## config.mk

```make
export PLATFORM = sky130hd
export DESIGN_NAME = exc_sequencer
export DESIGN_NICKNAME = d
export VERILOG_FILES = /design/src/rtl/exc_pkg.sv /design/src/rtl/exc_prio_enc.sv /design/src/rtl/exc_sequencer.sv
export SDC_FILE = /design/constraint.sdc
export NUM_CORES = 1
export LEC_CHECK = 0
export ABC_AREA = 0
export CAP_MARGIN = 10
export CORE_MARGIN = 5
export CORE_UTILIZATION = 49
export CTS_CLUSTER_DIAMETER = 40
export DETAILED_ROUTE_END_ITERATION = 7
export PLACE_DENSITY_LB_ADDON = 0.3
export SYNTH_ARGS = -nofsm -noshare
export SYNTH_HDL_FRONTEND = slang
export SYNTH_SLANG_ARGS = --single-unit
```

## constraint.sdc

```tcl
create_clock -name clk -period 2.25 [get_ports clk]
set_clock_uncertainty 0.05 [all_clocks]
set_input_delay 0.675 -clock clk [delete_from_list [all_inputs] [get_ports clk]]
set_output_delay 0.675 -clock clk [all_outputs]
set_load 0.03 [all_outputs]
```

## src/rtl/exc_pkg.sv

```systemverilog
// rtl/exc_pkg.sv - shared encodings for the exception/CP0 access sequencer
package exc_pkg;

    localparam int NUM_REQ = 6;

    // A request's bit index in the pending vector is also its priority rank: higher index wins.
    localparam int IDX_TEQ     = 0;
    localparam int IDX_BREAK   = 1;
    localparam int IDX_SYSCALL = 2;
    localparam int IDX_MFC0    = 3;
    localparam int IDX_MTC0    = 4;
    localparam int IDX_ERET    = 5;

    localparam logic [NUM_REQ-1:0] EXC_KINDS      = 6'b000111;
    localparam logic [NUM_REQ-1:0] REDIRECT_KINDS = 6'b100111;

    localparam logic [4:0] CAUSE_NONE    = 5'b00000;
    localparam logic [4:0] CAUSE_SYSCALL = 5'b01000;
    localparam logic [4:0] CAUSE_BREAK   = 5'b01001;
    localparam logic [4:0] CAUSE_TEQ     = 5'b01101;

    localparam int SR_IE         = 0;
    localparam int SR_SYSCALL_EN = 1;
    localparam int SR_BREAK_EN   = 2;
    localparam int SR_TEQ_EN     = 3;

    typedef enum logic [2:0] {
        IDLE     = 3'd0,
        ARB      = 3'd1,
        STROBE   = 3'd2,
        WAIT     = 3'd3,
        REDIRECT = 3'd4
    } state_t;

    function automatic logic [4:0] cause_of(input logic [NUM_REQ-1:0] kind);
        if (kind[IDX_SYSCALL]) return CAUSE_SYSCALL;
        if (kind[IDX_BREAK])   return CAUSE_BREAK;
        if (kind[IDX_TEQ])     return CAUSE_TEQ;
        return CAUSE_NONE;
    endfunction

    function automatic logic exc_masked(input logic [NUM_REQ-1:0] kind, input logic [31:0] status);
        if (kind[IDX_SYSCALL]) return !status[SR_IE] || !status[SR_SYSCALL_EN];
        if (kind[IDX_BREAK])   return !status[SR_IE] || !status[SR_BREAK_EN];
        if (kind[IDX_TEQ])     return !status[SR_IE] || !status[SR_TEQ_EN];
        return 1'b0;
    endfunction

endpackage

```

## src/rtl/exc_prio_enc.sv

```systemverilog
// rtl/exc_prio_enc.sv - fixed-priority one-hot grant over the pending request vector
module exc_prio_enc
    import exc_pkg::*;
(
    input  logic [NUM_REQ-1:0] pending,
    output logic [NUM_REQ-1:0] grant
);

    // Ascending scan so the highest-ranked pending bit is the last write.
    always_comb begin
        grant = '0;
        for (int i = 0; i < NUM_REQ; i++) begin
            if (pending[i]) begin
                grant = NUM_REQ'(1) << i;
            end
        end
    end

endmodule

```

## src/rtl/exc_sequencer.sv

```systemverilog
// rtl/exc_sequencer.sv - serialises decode exception/CP0 requests into CP0 strobes and PC redirects
// Optional build macro EXC_MASK_CHECK_EN: masked exceptions bypass CP0 and resume at pc+4.
module exc_sequencer (
    input  logic        clk,
    input  logic        rst,
    input  logic        req_syscall,
    input  logic        req_break,
    input  logic        req_teq,
    input  logic        req_eret,
    input  logic        req_mtc0,
    input  logic        req_mfc0,
    input  logic [31:0] req_pc,
    input  logic [4:0]  req_addr,
    input  logic [31:0] req_wdata,
    input  logic [31:0] cp0_status,
    input  logic [31:0] cp0_exc_addr,
    output logic        cp0_ena,
    output logic        cp0_exception,
    output logic        cp0_eret,
    output logic        cp0_mtc0,
    output logic        cp0_mfc0,
    output logic [4:0]  cp0_cause,
    output logic [31:0] cp0_pc,
    output logic [4:0]  cp0_addr,
    output logic [31:0] cp0_wdata,
    output logic        pc_we,
    output logic [31:0] pc_next,
    output logic        rf_we,
    output logic        stall
);
    import exc_pkg::*;

    state_t             state, state_nxt;
    logic [NUM_REQ-1:0] req_vec, pending, pending_set, pending_clr;
    logic [NUM_REQ-1:0] grant, served, kind;

    logic [31:0] slot_pc    [NUM_REQ];
    logic [4:0]  slot_addr  [NUM_REQ];
    logic [31:0] slot_wdata [NUM_REQ];

    logic [31:0] sel_pc, sel_wdata, srv_pc, srv_wdata, cur_pc, cur_wdata;
    logic [4:0]  sel_addr, srv_addr, cur_addr;
    logic        arb_masked, srv_masked, active;

    always_comb begin
        req_vec = '0;
        req_vec[IDX_ERET]    = req_eret;
        req_vec[IDX_MTC0]    = req_mtc0;
        req_vec[IDX_MFC0]    = req_mfc0;
        req_vec[IDX_SYSCALL] = req_syscall;
        req_vec[IDX_BREAK]   = req_break;
        req_vec[IDX_TEQ]     = req_teq;
    end

    assign pending_set = pending | req_vec;

    exc_prio_enc u_prio (
        .pending (pending),
        .grant   (grant)
    );

    always_comb begin
        sel_pc    = '0;
        sel_addr  = '0;
        sel_wdata = '0;
        for (int i = 0; i < NUM_REQ; i++) begin
            if (grant[i]) begin
                sel_pc    = sel_pc | slot_pc[i];
                sel_addr  = sel_addr | slot_addr[i];
                sel_wdata = sel_wdata | slot_wdata[i];
            end
        end
    end

`ifdef EXC_MASK_CHECK_EN
    always_comb begin
        arb_masked = exc_masked(grant, cp0_status);
    end
`else
    logic status_unused;
    assign status_unused = ^cp0_status;
    always_comb begin
        arb_masked = 1'b0;
    end
`endif

    // A repeated request of the same kind simply overwrites its slot: one service, newest operands.
    always_ff @(posedge clk) begin
        for (int i = 0; i < NUM_REQ; i++) begin
            if (req_vec[i]) begin
                slot_pc[i]    <= req_pc;
                slot_addr[i]  <= req_addr;
                slot_wdata[i] <= req_wdata;
            end
        end
    end

    always_ff @(posedge clk) begin
        if (rst) begin
            state      <= IDLE;
            pending    <= '0;
            served     <= '0;
            srv_pc     <= '0;
            srv_addr   <= '0;
            srv_wdata  <= '0;
            srv_masked <= 1'b0;
        end else begin
            state   <= state_nxt;
            pending <= (pending & ~pending_clr) | req_vec;
            if (state == ARB) begin
                served     <= grant;
                srv_pc     <= sel_pc;
                srv_addr   <= sel_addr;
                srv_wdata  <= sel_wdata;
                srv_masked <= arb_masked;
            end
        end
    end

    // During ARB the winner is still only a grant; afterwards it lives in the served registers.
    assign kind      = (state == ARB) ? grant     : served;
    assign cur_pc    = (state == ARB) ? sel_pc    : srv_pc;
    assign cur_addr  = (state == ARB) ? sel_addr  : srv_addr;
    assign cur_wdata = (state == ARB) ? sel_wdata : srv_wdata;
    assign active    = (state == ARB) || (state == STROBE) || (state == WAIT);

    always_comb begin
        state_nxt     = state;
        pending_clr   = '0;
        cp0_ena       = 1'b0;
        cp0_exception = 1'b0;
        cp0_eret      = 1'b0;
        cp0_mtc0      = 1'b0;
        cp0_mfc0      = 1'b0;
        cp0_cause     = CAUSE_NONE;
        cp0_pc        = '0;
        cp0_addr      = '0;
        cp0_wdata     = '0;
        pc_we         = 1'b0;
        pc_next       = '0;
        rf_we         = 1'b0;

        if (active) begin
            cp0_exception = |(kind & EXC_KINDS);
            cp0_eret      = kind[IDX_ERET];
            cp0_mtc0      = kind[IDX_MTC0];
            cp0_mfc0      = kind[IDX_MFC0];
            cp0_cause     = cause_of(kind);
            cp0_pc        = cur_pc;
            cp0_addr      = cur_addr;
            cp0_wdata     = cur_wdata;
        end

        case (state)
            IDLE: begin
                if (pending_set != '0) state_nxt = ARB;
            end
            ARB: begin
                pending_clr = grant;
                if (grant == '0)     state_nxt = IDLE;
                else if (arb_masked) state_nxt = REDIRECT;
                else                 state_nxt = STROBE;
            end
            STROBE: begin
                cp0_ena   = 1'b1;
                state_nxt = WAIT;
            end
            WAIT: begin
                rf_we     = served[IDX_MFC0];
                state_nxt = REDIRECT;
            end
            REDIRECT: begin
                state_nxt = (pending_set != '0) ? ARB : IDLE;
                if (srv_masked) begin
                    pc_we   = 1'b1;
                    pc_next = srv_pc + 32'd4;
                end else if (|(served & REDIRECT_KINDS)) begin
                    pc_we   = 1'b1;
                    pc_next = cp0_exc_addr;
                end
            end
            default: state_nxt = IDLE;
        endcase
    end

    assign stall = (state != IDLE) || (pending != '0);

endmodule

```

==> results of run 1 <==
stage by stage:
| step | hold slack, ps | setup TNS [ps] | worst slack, ps | total power (µW) | cells |
|---|---|---|---|---|---|
| final | 463 | -82150 | -914 | 26600 | 2201 |
| after global routing | 499 | -91400 | -1030 | 27500 | 2201 |
| after CTS | 473 | -80790 | -936 | 26200 | 2175 |
| after detailed placement | 457 | -20830 | -337 | 16000 | 2027 |
| after floorplan | 396 | -12220 | -247 | 13900 | 1254 |
| after global placement | 443 | -19140 | -326 | 15900 | 2027 |
layout make-up:
| type | count | area [µm²] |
|---|---|---|
| well taps | 511 | 639 |
| inverters | 2 | 7.51 |
| clock inverters | 40 | 492 |
| clock buffers | 70 | 1510 |
| fillers | 2269 | 10300 |
| multi-input cells | 653 | 5760 |
| repair buffers | 426 | 4920 |
| diodes | 1 | 2.50 |
| flip-flops and latches | 498 | 14100 |
repair_timing:
item,4_1_cts,5_1_grt
endpoints found under the setup margin,112,112
pin swaps,60,58
cloned,10,8
buffers inserted,28,22
hold endpoints to repair,0,0
gates resized for setup,208,125
flip-flops by register name, indices dropped and copies added (netlist names):
name / flops
srv_pc: 32
pending: 6
srv_addr: 5
slot_wdata: 192
served: 6
state: 3
srv_wdata: 32
slot_addr: 30
slot_pc: 192
synth_stat cells (all sizes together):
master  instances  area share, %
nor3          139            3.7
o21ai           2          0.053
nor2b           3           0.10
a22oi          69            2.8
buf            35            1.2
nor4b           1          0.047
nor3b           2           0.13
nand2           6           0.12
and2           32            1.1
nand2b          2          0.066
nor2           87            1.7
inv             2          0.040
or3b            1          0.047
or3             1          0.033
or4             2          0.080
a221oi         69            4.5
edfxtp        414             66
conb            1          0.020
mux2i           4           0.21
o21a            1          0.040
a211oi          4           0.16
clkbuf         66            1.3
o41ai           1          0.047
dfxtp          84            8.9
and4           69            3.2
a21oi           9           0.24
nand3b          1          0.040
and3            1          0.033
or2             2          0.066
nor4            3           0.18
nand3         140            3.7
metal layers:
layer	up-vias	track usage (%)
li1	5765	-
met1	6539	29.9
met2	534	43.9
met3	105	4.13
met4	6	6.46
met5	-	0
path summary, 6_finish.rpt:
path	depth (start not counted)	end	start
max	7	cp0_addr[4]	pending[3]$_SDFF_PP0_
min	2	srv_pc[1]$_SDFF_PP0_	srv_pc[1]$_SDFF_PP0_
max reg2reg	8	pending[3]$_SDFF_PP0_	state[0]$_SDFFE_PP0P_
min reg2reg	2	srv_pc[1]$_SDFF_PP0_	srv_pc[1]$_SDFF_PP0_
cells in the final DEF, fill, tap and decap left out, drive strengths merged, types with 9 or more instances in the layout:
master         synthesis  layout
a221oi                69      69
clkdlybuf4s50          0     101
nor3                 139     139
bufinv                 0       9
inv                    2      11
dfxtp                 84      84
clkinv                 0      17
and2                  32      32
a22oi                 69      69
edfxtp               414     414
nor2                  87      87
clkbuf                66      78
and4                  69      69
a21oi                  9       9
buf                   35     315
nand3                140     140
critical path, delay by kind of cell (launching register included):
kind	cells	cell delay, ps
AO/OA/AOI/OAI	1	100
buffers and inverters	3	560
flip-flops	1	370
AND/OR/NAND/NOR	3	820
cell families (layout without fill, tap and decap cells):
| family | Yosys count | in the layout | synth area share, % |
|---|---|---|---|
| and+or+nand+nor | 492 | 492 | 14.4 |
| muxes | 4 | 4 | 0.213 |
| buffers and inverters | 103 | 538 | 2.58 |
| AOI/OAI and AO/OA | 155 | 155 | 7.83 |
| DFF | 498 | 498 | 75.0 |
| other | 1 | 3 | 0.0199 |
power by group through the flow:
stage	Combinational (µW)	Clock (µW)	Sequential, µW
6_report	5740	9620	11200
3_3_place_gp	4620	0	11300
2_1_floorplan	2610	0	11300
5_1_grt	6060	10100	11300
4_1_cts	5330	9720	11200
3_5_place_dp	4690	0	11400
==> impl_metrics.ini, run 1 <==
[detailed_routing]
ant_nets = 0
m1WireLength_um = 20500
routed_wirelength_um = 54100
top_layer_used = met5
met2_wirelength_um = 28600
drtPass1Iterations = 6
vias = 12900
routed_via_density = 5.88
wl_per_cell_um = 24.6
drc = 0
first_iter_violations = 1131
wl_met3_um = 3810

[worst_setup_path]
slowest_stage = dfxtp_4
cp.required_ps = 1520
slowest_delay_ps = 370
path_class = reg -> out
crit_chain = nor4b_2, buf_4, buf_12, a22oi_1, and4_1, nor3_4, buf_12
end_kind = output port
cpMostUsedCell = buf_12
r2r_slack_ps = 90
arrival_ps = 2440
critPathLaunchType = register
cp_max_fo = 14

[die]
dieWidth_um = 206
coreArea_um2 = 37800
rows = 71
die-area_um2 = 42400
start_util_pct = 49.9
io_pins = 255
dieHeight_um = 206

[timing]
drv_slew = 0
layout_setup_ws_ps = -914
finalSetupViolCount = 111
finalHoldViolCount = 0
final.period_utilization_pct = 141
tightest_slew_ps = 776
rsz0062_at_grt = true
clock.fmax_mhz = 316
timing.final.crit_period_ps = 3160
slew_headroom_pct = 48.3

[yosys]
synth_cell_types = 36
synth-seq-cells = 498
netlist_instances = 1253
synth_area_um2 = 18800
yosysWarnings = 0
ys_seq_area_share_pct = 75.0
synth.avg_cell_area_um2 = 15.0

[final_layout]
layout-drive-gt1-share_pct = 43.8
area_growth_pct = 45.9
final_cell_area_um2 = 27500
utilization_pct = 72.7
nets = 1780

[power]
ir_drop_v = 0.000573
seqPwrFrac_pct = 42.2
combPwrFrac_pct = 21.6
power.density_nw_per_um2 = 968
power.switching_uw = 7240
leakagePower_uw = 0.00970
swShare_pct = 27.2
internal-power_uw = 19300
p_clk_share_pct = 36.2

[global_routing]
grt_use_total_pct = 24.1
grt_pass1_wl_um = 78500
grt_remaining_overflow = 0
antenna_found_initial = 4
grt_max_degree = 71
grt_pass1_vias = 13400

[placement]
place_area_um2 = 23300
gp_congestion = 0.754
dp_hpwl_um = 28500
port_buffers = 220

[clock_tree]
hold_buffers = 0
cts_tree = yes
cts_made_buffers = 58
cts_sinks = 498
worstSkewPairLatency_ps = 580
htree_levels = 2
cts_root_buffer = clkbuf_16
cts_buffer_depth = 3
path_clk_slew_ps = 60

[flow_run]
max_cap_violations = 0

[status]
violations = negative setup slack
status = finished, violations left

[hold_path]
hold_class = reg -> reg
Power figures use the tool's default switching activity.
==> inputs of run 2 (changes only) <==
Settings changed: CAP_MARGIN 10 to 25.
==> results of run 2 <==
Same layout as run 1: the final DEF is identical, and so are final timing and power.
